<file path="src/rtl/resilient_stage_ctrl_pkg.sv">
// Shared types and helpers for the timing-resilient stage controller.
package resilient_pkg;

    typedef enum logic [2:0] {
        L_IDLE,
        L_CAPT,
        L_EVAL,
        L_CORR,
        L_PUSH,
        L_ACK
    } lstate_t;

    typedef enum logic [1:0] {
        R_IDLE,
        R_WAIT,
        R_RTZ
    } rstate_t;

    // Bits needed to count 0..err_wait inclusive.
    function automatic int unsigned wcnt_w(input int unsigned err_wait);
        return $clog2(err_wait + 1);
    endfunction

endpackage

</file>
<file path="src/rtl/resilient_stage_ctrl_if.sv">
// Left/right handshake, error rails and status of one resilient stage.
interface resilient_stage_ctrl_if #(
    parameter int unsigned WIDTH = 32,
    parameter int unsigned LANES = 4,
    parameter int unsigned CNT_W = 16
) ();
    logic             Lreq;
    logic             Lack;
    logic [WIDTH-1:0] Ldata;
    logic [WIDTH-1:0] Sdata;
    logic [LANES-1:0] err_t;
    logic [LANES-1:0] err_f;
    logic             cap_en;
    logic             sample;
    logic             Rreq;
    logic             Rack;
    logic [WIDTH-1:0] Rdata;
    logic             err_clr;
    logic [CNT_W-1:0] err_cnt;
    logic             to_evt;
    logic             busy;

    modport master (
        output Lreq, Ldata, Sdata, err_t, err_f, Rack, err_clr,
        input  Lack, cap_en, sample, Rreq, Rdata, err_cnt, to_evt, busy
    );

    modport slave (
        input  Lreq, Ldata, Sdata, err_t, err_f, Rack, err_clr,
        output Lack, cap_en, sample, Rreq, Rdata, err_cnt, to_evt, busy
    );
endinterface

</file>
<file path="src/rtl/resilient_stage_ctrl_fifo.sv">
// DEPTH x WIDTH synchronous FIFO; writes when full and reads when empty are ignored.
module hs_fifo #(
    parameter int unsigned WIDTH = 32,
    parameter int unsigned DEPTH = 4
) (
    input  logic             clk,
    input  logic             rst,
    input  logic             i_wr_en,
    input  logic [WIDTH-1:0] i_wr_data,
    input  logic             i_rd_en,
    output logic [WIDTH-1:0] o_rd_data,
    output logic             o_full,
    output logic             o_empty
);
    localparam int unsigned AW = (DEPTH > 1) ? $clog2(DEPTH) : 1;

    logic [WIDTH-1:0] r_mem [DEPTH];
    logic [AW-1:0]    r_wptr;
    logic [AW-1:0]    r_rptr;
    logic [AW:0]      r_cnt;
    logic             w_wr;
    logic             w_rd;

    assign o_full    = (r_cnt == (AW + 1)'(DEPTH));
    assign o_empty   = (r_cnt == '0);
    assign w_wr      = i_wr_en && !o_full;
    assign w_rd      = i_rd_en && !o_empty;
    assign o_rd_data = r_mem[r_rptr];

    always_ff @(posedge clk or negedge rst) begin
        if (!rst) begin
            r_wptr <= '0;
            r_rptr <= '0;
            r_cnt  <= '0;
        end else begin
            if (w_wr) r_wptr <= r_wptr + 1'b1;
            if (w_rd) r_rptr <= r_rptr + 1'b1;
            case ({w_wr, w_rd})
                2'b10:   r_cnt <= r_cnt + 1'b1;
                2'b01:   r_cnt <= r_cnt - 1'b1;
                default: r_cnt <= r_cnt;
            endcase
        end
    end

    always_ff @(posedge clk) begin
        if (w_wr) r_mem[r_wptr] <= i_wr_data;
    end
endmodule

</file>
<file path="src/rtl/resilient_stage_ctrl.sv">
// Timing-resilient stage controller: left capture/evaluate/correct FSM, output FIFO,
// and right return-to-zero handshake FSM.
module resilient_stage_ctrl
    import resilient_pkg::*;
#(
    parameter int unsigned WIDTH    = 32,
    parameter int unsigned LANES    = 4,
    parameter int unsigned ERR_WAIT = 3,
    parameter int unsigned DEPTH    = 4,
    parameter int unsigned CNT_W    = 16
) (
    input logic                   clk,
    input logic                   rst,
    resilient_stage_ctrl_if.slave bus
);
    localparam int unsigned     WCW   = wcnt_w(ERR_WAIT);
    localparam logic [WCW-1:0] WLAST = WCW'(ERR_WAIT - 1);

    lstate_t          r_lst, w_lst_d;
    rstate_t          r_rst, w_rst_d;
    logic             r_lreq;
    logic [WIDTH-1:0] r_stage, w_stage_d;
    logic [WCW-1:0]   r_wcnt, w_wcnt_d;
    logic             r_lack, w_lack_d;
    logic             r_cap, r_smp, r_to, w_to_d;
    logic [CNT_W-1:0] r_cnt;
    logic             w_inc, w_push, w_pop;
    logic             r_rreq, w_rreq_d;
    logic [WIDTH-1:0] r_rdata, w_rdata_d;
    logic [WIDTH-1:0] w_head;
    logic             w_full, w_empty;
    logic             w_all_res, w_any_err;

    assign w_all_res = &(bus.err_t | bus.err_f);
    assign w_any_err = |bus.err_t;

    hs_fifo #(
        .WIDTH (WIDTH),
        .DEPTH (DEPTH)
    ) u_fifo (
        .clk       (clk),
        .rst       (rst),
        .i_wr_en   (w_push),
        .i_wr_data (r_stage),
        .i_rd_en   (w_pop),
        .o_rd_data (w_head),
        .o_full    (w_full),
        .o_empty   (w_empty)
    );

    always_comb begin
        w_lst_d   = r_lst;
        w_stage_d = r_stage;
        w_wcnt_d  = r_wcnt;
        w_lack_d  = r_lack;
        w_to_d    = 1'b0;
        w_inc     = 1'b0;
        w_push    = 1'b0;
        case (r_lst)
            // Request is registered first, giving the main path a settle cycle.
            L_IDLE: if (r_lreq && !w_full) w_lst_d = L_CAPT;
            L_CAPT: begin
                w_stage_d = bus.Ldata;
                w_wcnt_d  = '0;
                w_lst_d   = L_EVAL;
            end
            L_EVAL: begin
                if (w_all_res) begin
                    w_lst_d = w_any_err ? L_CORR : L_PUSH;
                end else if (r_wcnt == WLAST) begin
                    w_lst_d = L_CORR;
                    w_to_d  = 1'b1;
                end else begin
                    w_wcnt_d = r_wcnt + 1'b1;
                end
            end
            L_CORR: begin
                w_stage_d = bus.Sdata;
                w_inc     = 1'b1;
                w_lst_d   = L_PUSH;
            end
            L_PUSH: begin
                w_push   = 1'b1;
                w_lack_d = 1'b1;
                w_lst_d  = L_ACK;
            end
            L_ACK: begin
                if (!bus.Lreq) begin
                    w_lack_d = 1'b0;
                    w_lst_d  = L_IDLE;
                end
            end
            default: w_lst_d = L_IDLE;
        endcase
    end

    always_ff @(posedge clk or negedge rst) begin
        if (!rst) begin
            r_lst   <= L_IDLE;
            r_lreq  <= 1'b0;
            r_stage <= '0;
            r_wcnt  <= '0;
            r_lack  <= 1'b0;
            r_cap   <= 1'b0;
            r_smp   <= 1'b0;
            r_to    <= 1'b0;
        end else begin
            r_lst   <= w_lst_d;
            r_lreq  <= bus.Lreq;
            r_stage <= w_stage_d;
            r_wcnt  <= w_wcnt_d;
            r_lack  <= w_lack_d;
            r_cap   <= (w_lst_d == L_CAPT);
            r_smp   <= (w_lst_d == L_CORR);
            r_to    <= w_to_d;
        end
    end

    // Clear takes priority over a coincident correction increment.
    always_ff @(posedge clk or negedge rst) begin
        if (!rst) begin
            r_cnt <= '0;
        end else if (bus.err_clr) begin
            r_cnt <= '0;
        end else if (w_inc && (r_cnt != '1)) begin
            r_cnt <= r_cnt + 1'b1;
        end
    end

    always_comb begin
        w_rst_d   = r_rst;
        w_rreq_d  = r_rreq;
        w_rdata_d = r_rdata;
        w_pop     = 1'b0;
        case (r_rst)
            R_IDLE: begin
                if (!w_empty) begin
                    w_rdata_d = w_head;
                    w_pop     = 1'b1;
                    w_rreq_d  = 1'b1;
                    w_rst_d   = R_WAIT;
                end
            end
            R_WAIT: begin
                if (bus.Rack) begin
                    w_rreq_d = 1'b0;
                    w_rst_d  = R_RTZ;
                end
            end
            R_RTZ:   if (!bus.Rack) w_rst_d = R_IDLE;
            default: w_rst_d = R_IDLE;
        endcase
    end

    always_ff @(posedge clk or negedge rst) begin
        if (!rst) begin
            r_rst   <= R_IDLE;
            r_rreq  <= 1'b0;
            r_rdata <= '0;
        end else begin
            r_rst   <= w_rst_d;
            r_rreq  <= w_rreq_d;
            r_rdata <= w_rdata_d;
        end
    end

    assign bus.Lack    = r_lack;
    assign bus.cap_en  = r_cap;
    assign bus.sample  = r_smp;
    assign bus.to_evt  = r_to;
    assign bus.err_cnt = r_cnt;
    assign bus.busy    = (r_lst != L_IDLE);
    assign bus.Rreq    = r_rreq;
    assign bus.Rdata   = r_rdata;
endmodule

</file>
<file path="src/flat_wrapper.sv">
// flat-port wrapper written by rule: the top's interface ports become plain ports
module resilient_stage_ctrl_flat import resilient_pkg::*;
#(
    parameter int unsigned WIDTH    = 32,
    parameter int unsigned LANES    = 4,
    parameter int unsigned ERR_WAIT = 3,
    parameter int unsigned DEPTH    = 4,
    parameter int unsigned CNT_W    = 16
)
  (clk, rst, bus_Lreq, bus_Ldata, bus_Sdata, bus_err_t, bus_err_f, bus_Rack, bus_err_clr, bus_Lack, bus_cap_en, bus_sample, bus_Rreq, bus_Rdata, bus_err_cnt, bus_to_evt, bus_busy);
  resilient_stage_ctrl_if #(.WIDTH(WIDTH), .LANES(LANES), .CNT_W(CNT_W)) bus_i ();
  input logic clk;
  input logic rst;
  input wire logic [$bits(bus_i.Lreq)-1:0] bus_Lreq;
  input wire logic [$bits(bus_i.Ldata)-1:0] bus_Ldata;
  input wire logic [$bits(bus_i.Sdata)-1:0] bus_Sdata;
  input wire logic [$bits(bus_i.err_t)-1:0] bus_err_t;
  input wire logic [$bits(bus_i.err_f)-1:0] bus_err_f;
  input wire logic [$bits(bus_i.Rack)-1:0] bus_Rack;
  input wire logic [$bits(bus_i.err_clr)-1:0] bus_err_clr;
  output wire logic [$bits(bus_i.Lack)-1:0] bus_Lack;
  output wire logic [$bits(bus_i.cap_en)-1:0] bus_cap_en;
  output wire logic [$bits(bus_i.sample)-1:0] bus_sample;
  output wire logic [$bits(bus_i.Rreq)-1:0] bus_Rreq;
  output wire logic [$bits(bus_i.Rdata)-1:0] bus_Rdata;
  output wire logic [$bits(bus_i.err_cnt)-1:0] bus_err_cnt;
  output wire logic [$bits(bus_i.to_evt)-1:0] bus_to_evt;
  output wire logic [$bits(bus_i.busy)-1:0] bus_busy;
  assign bus_i.Lreq = bus_Lreq;
  assign bus_i.Ldata = bus_Ldata;
  assign bus_i.Sdata = bus_Sdata;
  assign bus_i.err_t = bus_err_t;
  assign bus_i.err_f = bus_err_f;
  assign bus_i.Rack = bus_Rack;
  assign bus_i.err_clr = bus_err_clr;
  assign bus_Lack = bus_i.Lack;
  assign bus_cap_en = bus_i.cap_en;
  assign bus_sample = bus_i.sample;
  assign bus_Rreq = bus_i.Rreq;
  assign bus_Rdata = bus_i.Rdata;
  assign bus_err_cnt = bus_i.err_cnt;
  assign bus_to_evt = bus_i.to_evt;
  assign bus_busy = bus_i.busy;
  resilient_stage_ctrl #(.WIDTH(WIDTH), .LANES(LANES), .ERR_WAIT(ERR_WAIT), .DEPTH(DEPTH), .CNT_W(CNT_W)) u_core (.clk(clk), .rst(rst), .bus(bus_i));
endmodule
</file>
<file path="config.mk">
export PLATFORM = sky130hd
export DESIGN_NAME = resilient_stage_ctrl_flat
export DESIGN_NICKNAME = d
export VERILOG_FILES = /design/src/rtl/resilient_stage_ctrl_pkg.sv /design/src/rtl/resilient_stage_ctrl_if.sv /design/src/rtl/resilient_stage_ctrl_fifo.sv /design/src/rtl/resilient_stage_ctrl.sv /design/src/flat_wrapper.sv
export SDC_FILE = /design/constraint.sdc
export NUM_CORES = 1
export LEC_CHECK = 0
export ABC_AREA = 1
export CORE_UTILIZATION = 49
export DETAILED_ROUTE_END_ITERATION = 8
export GPL_TIMING_DRIVEN = 0
export HOLD_SLACK_MARGIN = 0.03
export PLACE_DENSITY = 0.76
export SYNTH_ARGS = -nofsm -noshare
export SYNTH_HDL_FRONTEND = slang
export SYNTH_SLANG_ARGS = --single-unit
</file>
<file path="constraint.sdc">
create_clock -name clk -period 2.5 [get_ports clk]
set_input_delay 0.25 -clock clk [delete_from_list [all_inputs] [get_ports clk]]
set_output_delay 0.25 -clock clk [all_outputs]
set_load 0.01 [all_outputs]
</file>
==> results.ini, run 1 <==
[run_status]
status = finished clean

[floorplanning]
fp.dieW_um = 140
coreArea_um2 = 18700
dieHeight_um = 140
row_count = 50
io_pins = 131
die-area_um2 = 19600
start_util = 0.499

[synthesis]
yosysMostFrequentCell = nor2_1
yosysTopAreaCell = edfxtp_1
synth_top_area_share = 0.412
synth_fp_nets = 968
ys_seq_area_frac = 0.680
synth_cell_types = 28
synth.cell_area_um2 = 9330
ys_seq_elements = 228
ys_top_cells_by_area = edfxtp_1, dfrtp_1, nor2_1
ys_warn_count = 0
syn_inst = 883
postSynth.asyncResetShare = 0.439
synth_edf_count = 128
syn_area_per_cell_um2 = 10.6
ys.flop_type = edfxtp_1
yosys-top-cells-count = nor2_1, edfxtp_1, o21ai_0

[clocking]
numCtsBuffers = 24
cts_root_buf = clkbuf_16
cts.path.max_buffers = 3
clk_pin_slew_ns = 0.06
tritoncts = yes
clock_latency_ns = 0.51
cts_max_level = 1
cts.sinks = 228

[setup_path]
slowest_delay_ns = 0.41
endpoint_kind = register
crit_start = u_core.u_fifo.r_cnt[0]
cp_top_family = adder cells
worstSetupPathType = reg2reg
cp.arrival_ns = 2.68
critPathSlowestCell = dfrtp_1
r2r_start = u_core.u_fifo.r_cnt[0]
crit_required_ns = 2.88
critPathLaunchType = register
path_buf_inv = 3
cp_cell_sequence = nor3_1 > nor3_2 > buf_4 > clkbuf_4 > ha_1 > inv_1 > fa_1 > a21oi_1 > o21ai_0 > xor2_1
crit_fanout = 10

[sta]
slew_headroom = 0.554
slew_viol_final = 0
fin_crit_sh = 0.921
hold-worst-slack_ns = 0.269
setup_viol = 0
post-route-min-period_ns = 2.30
worst_pin_slew_ns = 0.669
finalHoldViolCount = 0
fmax_mhz = 434
fin_worst_skew_ns = 0.0156
grt_setup_unrepaired = no

[detailed_routing]
routed_via_density = 5.33
wl_per_cell_um = 17.4
drc = 0
firstDrtPassIters = 5
drt_iter0_drc = 511
vias = 6915
wirelength_um = 22600
ant_nets = 0

[placement]
numPortBuffers = 130
gp_congestion = 0.891
placed_area_um2 = 11100
hpwl_um = 14600

[power]
ir_drop_mv = 0.693
p_leak_nw = 4.59
p_per_area_nw_per_um2 = 1170

[global_route]
grt_pass1_wl_um = 35900
grt_max_degree = 55
grt_busiest_layer = met2
use_met1 = 0.316
grt_usage = 0.238
antenna_found_initial = 0
use_met2 = 0.394
grt_pass1_vias = 6880
grt-ovfl-total = 0
grt_use_met3 = 0.0489

[final_layout]
antenna_cells = 0
design_area_um2 = 11900
area_delta_synth_final_pct = 27.1
final_core_util = 0.634
fin_nets = 1131
fill_cells = 1455
drive_gt1_frac = 0.0761

[run]
drv_cap = 0

[hold_path]
min_from = bus_Lreq
hold_class = in2reg

[through the flow]
step / setup slack (ns) / total power, W / setup TNS [ns] / std cells
after detailed placement: -0.131 / 0.0105 / -0.131 / 1252
after global placement: -2.83 / 0.0103 / -441.94 / 1247
after global routing: 0.0196 / 0.0148 / 0 / 1298
after floorplan: -0.165 / 0.00842 / -21.10 / 883
after CTS: 0.0547 / 0.0140 / 0 / 1297
final: 0.196 / 0.0139 / 0 / 1298
[cells by family after synthesis]
logic type / after synthesis / synth area share
AOI/OAI and AO/OA: 181 / 0.103
xor gates and xnor gates: 8 / 0.00751
adders and majority gates: 8 / 0.0115
buffers and inverters: 86 / 0.0388
DFF: 228 / 0.680
and+or+nand+nor: 372 / 0.159
[power breakdown]
group          switching [W]  internal [W]  leakage (nW)
Clock                0.00143       0.00198         0.379
Combinational        0.00286       0.00180          1.84
Sequential          0.000690       0.00516          2.37
[registers in the layout, indices dropped and copies added, names as in the netlist]
register              flops
u_core.r_lreq             1
u_core.u_fifo.r_mem     128
u_core.bus.Rdata         32
u_core.bus.sample         1
u_core.r_wcnt             2
u_core.bus.Rreq           1
u_core.bus.cap_en         1
u_core.u_fifo.r_wptr      2
u_core.u_fifo.r_cnt       3
u_core.u_fifo.r_rptr      2
u_core.bus.to_evt         1
u_core.bus.err_cnt       16
u_core.bus.Lack           1
u_core.r_stage           32
u_core.r_rst              2
u_core.r_lst              3
[repair_timing]
item,4_1_cts,5_1_grt
setup endpoints to repair,1,1
hold endpoints to repair,46,0
hold buffers,1,0
resized for setup,2,2
pin swaps,0,1
setup buffers,0,1
[per-layer routing]
layer | wire [um] | share of wire
met5 | 0 | 0
met1 | 9380 | 0.42
met2 | 10800 | 0.48
met4 | 678 | 0.030
met3 | 1710 | 0.076
[worst paths after layout]
check | cells past startpoint | endpoint | slack (ns)
worst min-delay path | 1 | u_core.r_lreq | 0.27
worst max register to register | 10 | u_core.u_fifo.r_cnt[2] | 0.20
worst min register to register | 1 | u_core.r_rst[1] | 0.52
max in group asynchronous | 3 | u_core.bus.err_cnt[4] | 1.44
min in group asynchronous | 2 | u_core.r_stage[23] | 0.33
worst max-delay path | 10 | u_core.u_fifo.r_cnt[2] | 0.20
[layout by cell type (no fill, tap or decap), types with 2 or more instances in the layout]
cell type and n:
nand3_1 14, clkbuf_8 2, or2_2 2, nand2_1 105
buf_1 7, buf_2 19, o21bai_1 4, a31oi_1 32
nand3_2 2, o21ai_1 11, nand4_1 15, clkinvlp_4 2
nor3_1 3, clkdlybuf4s50_1 129, nor2_1 224, inv_1 41
clkbuf_16 25, buf_4 2, buf_12 3, ha_1 7
nor4_1 2, dfrtp_1 100, edfxtp_1 128, buf_6 2
o21ai_0 125, clkinv_1 3, clkinv_2 8, buf_16 2
a21oi_1 7, clkbuf_1 15, nor2_4 4, xor2_1 7
inv_2 3
[area by class of cell]
type                            count  area [um^2]  share of cell area
Timing Repair Buffer              137         1430               0.121
Inverter                           44          165              0.0139
Sequential cell                   228         6350               0.535
Clock buffer                       29          661              0.0557
Clock inverter                     15          105             0.00887
Tap cell                          234          293              0.0247
Buffer                             42          200              0.0169
Multi-Input combinational cell    569         2650               0.224
No activity file was read; power rests on OpenSTA's default activity.
==> inputs of run 2 (changes only) <==
- SKIP_CTS_REPAIR_TIMING: not set -> 1
==> results.ini, run 2 (synthesis results as in run 1) <==
[run_status]
status = finished clean

[global_route]
grt_pass1_wl_um = 35900
grt_usage = 0.238
grt_pass1_vias = 6880
grt_max_degree = 55
grt-ovfl-total = 0
antenna_found_initial = 0

[detailed_routing]
drt_iter0_drc = 561
routed_via_density = 5.33
firstDrtPassIters = 5
wirelength_um = 22600
wl_per_cell_um = 17.4
drc = 0
vias = 6917
ant_nets = 0

[floorplanning]
die-area_um2 = 19600
fp.dieW_um = 140
io_pins = 131
row_count = 50
dieHeight_um = 140
start_util = 0.499
coreArea_um2 = 18700

[setup_path]
crit_fanout = 10
endpoint_kind = register
crit_required_ns = 2.88
r2r_start = u_core.u_fifo.r_cnt[0]
slowest_delay_ns = 0.41
worstSetupPathType = reg2reg
cp.arrival_ns = 2.69
r2r-end = u_core.u_fifo.r_cnt[2]
cp_cell_sequence = nor3_1 > nor3_2 > buf_4 > clkbuf_4 > ha_1 > inv_1 > fa_1 > a21oi_1 > o21ai_0 > xor2_1
critPathLaunchType = register
critPathSlowestCell = dfrtp_1
reg2regPathDepth = 10
r2r_slack_ns = 0.19

[hold_path]
whs_path_depth = 1
min_from = bus_Lreq
hold_class = in2reg
hold_end = u_core.r_lreq

[clocking]
cts_root_buf = clkbuf_16
numCtsBuffers = 24
cts.path.max_buffers = 3
cts_max_level = 1
clk_pin_slew_ns = 0.06
clock_latency_ns = 0.51
cts.sinks = 228
tritoncts = yes

[sta]
slew_viol_final = 0
slew_headroom = 0.555
post-route-min-period_ns = 2.31
fmax_mhz = 433
worst_pin_slew_ns = 0.667
fin_worst_skew_ns = 0.0149
finalHoldViolCount = 0
setup_viol = 0
fin_crit_sh = 0.924
grt_setup_unrepaired = no
hold-worst-slack_ns = 0.270

[power]
p_clk_frac = 0.245
total_power_w = 0.0139
ir_drop_mv = 0.693
p_leak_nw = 4.59
swShare = 0.358
netSwitchingPower_w = 0.00498
power_frac_comb = 0.335
intPower_w = 0.00894
p_per_area_nw_per_um2 = 1170
seqPwrFrac = 0.420

[placement]
gp_congestion = 0.891
placed_area_um2 = 11100
hpwl_um = 14600
numPortBuffers = 130

[final_layout]
antenna_cells = 0
area_delta_synth_final_pct = 27.1
fin_nets = 1131
drive_gt1_frac = 0.0761
layout_common_cells = nor2_1, clkdlybuf4s50_1, edfxtp_1
top_register = u_core.u_fifo.r_mem
design_area_um2 = 11900
final_common_cell = nor2_1
largest_register_ffs = 128

[run]
drv_cap = 0

[run 2: cell counts in the layout (fill, tap and decap cells not counted)]
No cell type changed its count.
[run 2: area by class of cell]
cell class	instances	area, um^2
fillers	1457	6850
clock inverters	15	105
repair buffers	137	1430
multi-input cells	569	2650
inverters	44	165
plain buffers	42	200
flip-flops and latches	228	6350
well taps	234	293
clock buffers	29	661
[run 2: power by group through the flow]
| stage | sequential (W) | clock [W] | combinational [W] |
|---|---|---|---|
| floorplan | 0.00581 | 0 | 0.00261 |
| global placement | 0.00587 | 0 | 0.00440 |
| detailed placement | 0.00590 | 0 | 0.00462 |
| CTS | 0.00584 | 0.00346 | 0.00466 |
| global route | 0.00595 | 0.00361 | 0.00525 |
| finish | 0.00585 | 0.00341 | 0.00466 |
[run 2: worst max path at each step]
stage               slack, ns  cells after the start                   start                   endpoint
floorplan               -0.16                      3         u_core.r_lst[1]  u_core.u_fifo.r_mem[0][0]
global placement        -2.83                      1                     rst      u_core.bus.err_cnt[4]
detailed placement      -0.13                      9  u_core.u_fifo.r_cnt[0]     u_core.u_fifo.r_cnt[2]
CTS                     -0.16                      9  u_core.u_fifo.r_cnt[0]     u_core.u_fifo.r_cnt[2]
global route             0.02                      9  u_core.u_fifo.r_cnt[0]     u_core.u_fifo.r_cnt[2]
finish                   0.19                     10  u_core.u_fifo.r_cnt[0]     u_core.u_fifo.r_cnt[2]
[run 2: worst max-delay path, delay by kind of cell, from the launching register on]
kind	cells	cell delay (ns)
buf+inv	3	0.47
simple gates	2	0.27
xor+xnor	1	0.16
fa+ha+maj	2	0.58
flops	1	0.41
compound gates	2	0.29
[run 2: routing by layer]
layer | vias to the layer above | GRT usage | part of all wire
met5 | - | 0 | 0
met4 | 0 | 0.0792 | 0.030
met3 | 46 | 0.0492 | 0.079
met2 | 265 | 0.394 | 0.48
met1 | 3273 | 0.316 | 0.41
li1 | 3333 | - | -
[run 2: stage by stage]
stage	TNS (ns)	cells	util	worst slack, ns
floorplan	-21.10	883	-	-0.165
global placement	-441.94	1247	0.584	-2.83
detailed placement	-0.131	1252	0.591	-0.131
CTS	-0.163	1296	0.632	-0.163
global route	0	1298	0.634	0.0196
finish	0	1298	0.634	0.191
==> inputs of run 3 (changes only) <==
- CELL_PAD_IN_SITES_DETAIL_PLACEMENT: not set -> 2
- CELL_PAD_IN_SITES_GLOBAL_PLACEMENT: not set -> 2
- CORE_UTILIZATION: 49 -> 32
==> results.ini, run 3 (synthesis results as in run 1) <==
[run_status]
status = finished clean

[power]
swShare = 0.375
power_frac_comb = 0.342
p_leak_nw = 4.63
p_per_area_nw_per_um2 = 1210
netSwitchingPower_w = 0.00548
ir_drop_mv = 0.490
seqPwrFrac = 0.405
p_clk_frac = 0.253
total_power_w = 0.0146
intPower_w = 0.00915

[detailed_routing]
ant_nets = 0
drt_iter0_drc = 279
top_layer_used = met5
drc = 0
wirelength_um = 30200
wl_per_cell_um = 20.8
detailroute.wirelength.met2_um = 15600
firstDrtPassIters = 5
vias = 7257
routed_via_density = 5.00
drt-met1-wl_um = 12600
met3_length_um = 1210

[floorplanning]
row_count = 62
io_pins = 131
dieHeight_um = 173
fp.dieW_um = 173
coreArea_um2 = 28700
start_util = 0.325
die-area_um2 = 29800

[setup_path]
slowest_delay_ns = 0.43
crit_required_ns = 2.90
cp.arrival_ns = 2.69
endpoint_kind = register
crit_fanout = 10
r2r_slack_ns = 0.20
worstSetupPathType = reg2reg
cp_top_family = adder cells
r2r_start = u_core.u_fifo.r_cnt[0]
critPathLaunchType = register
cp_cell_sequence = nor3_1 > nor3_2 > clkbuf_2 > ha_1 > inv_1 > fa_1 > a21oi_1 > o21ai_0 > xor2_1
reg2regPathDepth = 9
critPathSlowestCell = dfrtp_1
r2r-end = u_core.u_fifo.r_cnt[2]
path_buf_inv = 2

[final_layout]
post_layout_nonfiller_instances = 1452
area_delta_synth_final_pct = 30.0
drive_gt1_frac = 0.0787
layout_common_cells = nor2_1, clkdlybuf4s50_1, edfxtp_1
antenna_cells = 0
fin_nets = 1133
largest_register_ffs = 128
top_register = u_core.u_fifo.r_mem
design_area_um2 = 12100
final_common_cell = nor2_1

[sta]
grt_setup_unrepaired = no
worst_pin_slew_ns = 0.728
tns_ns = 0
slew_headroom = 0.515
setup_viol = 0
fmax_mhz = 435
post-route-min-period_ns = 2.30
slew_viol_final = 0
fin_crit_sh = 0.919
fin_worst_skew_ns = 0.0117
finalHoldViolCount = 0

[clocking]
numCtsBuffers = 26
cts_root_buf = clkbuf_16
clk_pin_slew_ns = 0.06
tritoncts = yes
cts_max_level = 1
cts.sinks = 228
cts.path.max_buffers = 3
clock_latency_ns = 0.53

[global_route]
antenna_found_initial = 1
grt_usage = 0.207
grt_pass1_wl_um = 47800
grt_pass1_vias = 8290
grt_max_degree = 68
grt-ovfl-total = 0

[placement]
hpwl_um = 20800
placed_area_um2 = 11300
gp_congestion = 0.807
placed_cells = 1402
numPortBuffers = 130

[hold_path]
hold_class = in2async

[run]
drv_cap = 0

==> run 3: changes by cell type in the layout (fill, tap and decap cells not counted), sizes merged <==
| cell | before | now |
|---|---|---|
| clkbuf | 43 | 47 |
==> run 3: power by group through the flow <==
stage | registers, W | clock network (W) | logic, W
final | 0.00593 | 0.00370 | 0.00500
after global routing | 0.00604 | 0.00390 | 0.00555
after detailed placement | 0.00599 | 0 | 0.00495
after global placement | 0.00589 | 0 | 0.00461
after CTS | 0.00594 | 0.00377 | 0.00509
after floorplan | 0.00581 | 0 | 0.00261
==> run 3: how the worst max path moves through the flow <==
stage,endpoint,slack (ns),start,cells after the start
2_1_floorplan,u_core.u_fifo.r_mem[0][0],-0.16,u_core.r_lst[1],3
3_3_place_gp,u_core.bus.err_cnt[2],-3.19,rst,1
3_5_place_dp,u_core.u_fifo.r_cnt[2],-0.29,u_core.u_fifo.r_cnt[1],9
4_1_cts,u_core.u_fifo.r_cnt[2],-0.29,u_core.u_fifo.r_cnt[0],9
5_1_grt,u_core.u_fifo.r_cnt[2],0.08,u_core.u_fifo.r_cnt[0],9
6_report,u_core.u_fifo.r_cnt[2],0.20,u_core.u_fifo.r_cnt[0],9
==> run 3: layout make-up <==
type                            count  area (um^2)
Clock inverter                     15          104
Inverter                           44          165
Clock buffer                       33          738
Multi-Input combinational cell    569         2650
Buffer                             42          198
Fill cell                        2984        16600
Sequential cell                   228         6350
Tap cell                          384          480
Timing Repair Buffer              137         1440
==> run 3: worst reg2reg max path, cell delays in order, from the launching register on <==
cell	delay, ns
dfrtp_1	0.43
nor3_1	0.12
nor3_2	0.23
clkbuf_2	0.33
ha_1	0.21
inv_1	0.08
fa_1	0.38
a21oi_1	0.14
o21ai_0	0.11
xor2_1	0.15
==> run 3: metal layers <==
metal,global-route usage,vias to the layer above
met3,0.0303,52
met4,0.0597,2
met5,0,-
met2,0.376,161
met1,0.255,3708
li1,-,3334
==> run 3: stage by stage <==
stage	hold WS [ns]	utilization	setup slack, ns
finish	0.195	0.423	0.203
global route	0.229	0.423	0.0756
CTS	-0.371	0.422	-0.291
detailed placement	0.180	0.392	-0.291
global placement	0.487	0.387	-3.19
floorplan	-0.0456	-	-0.165
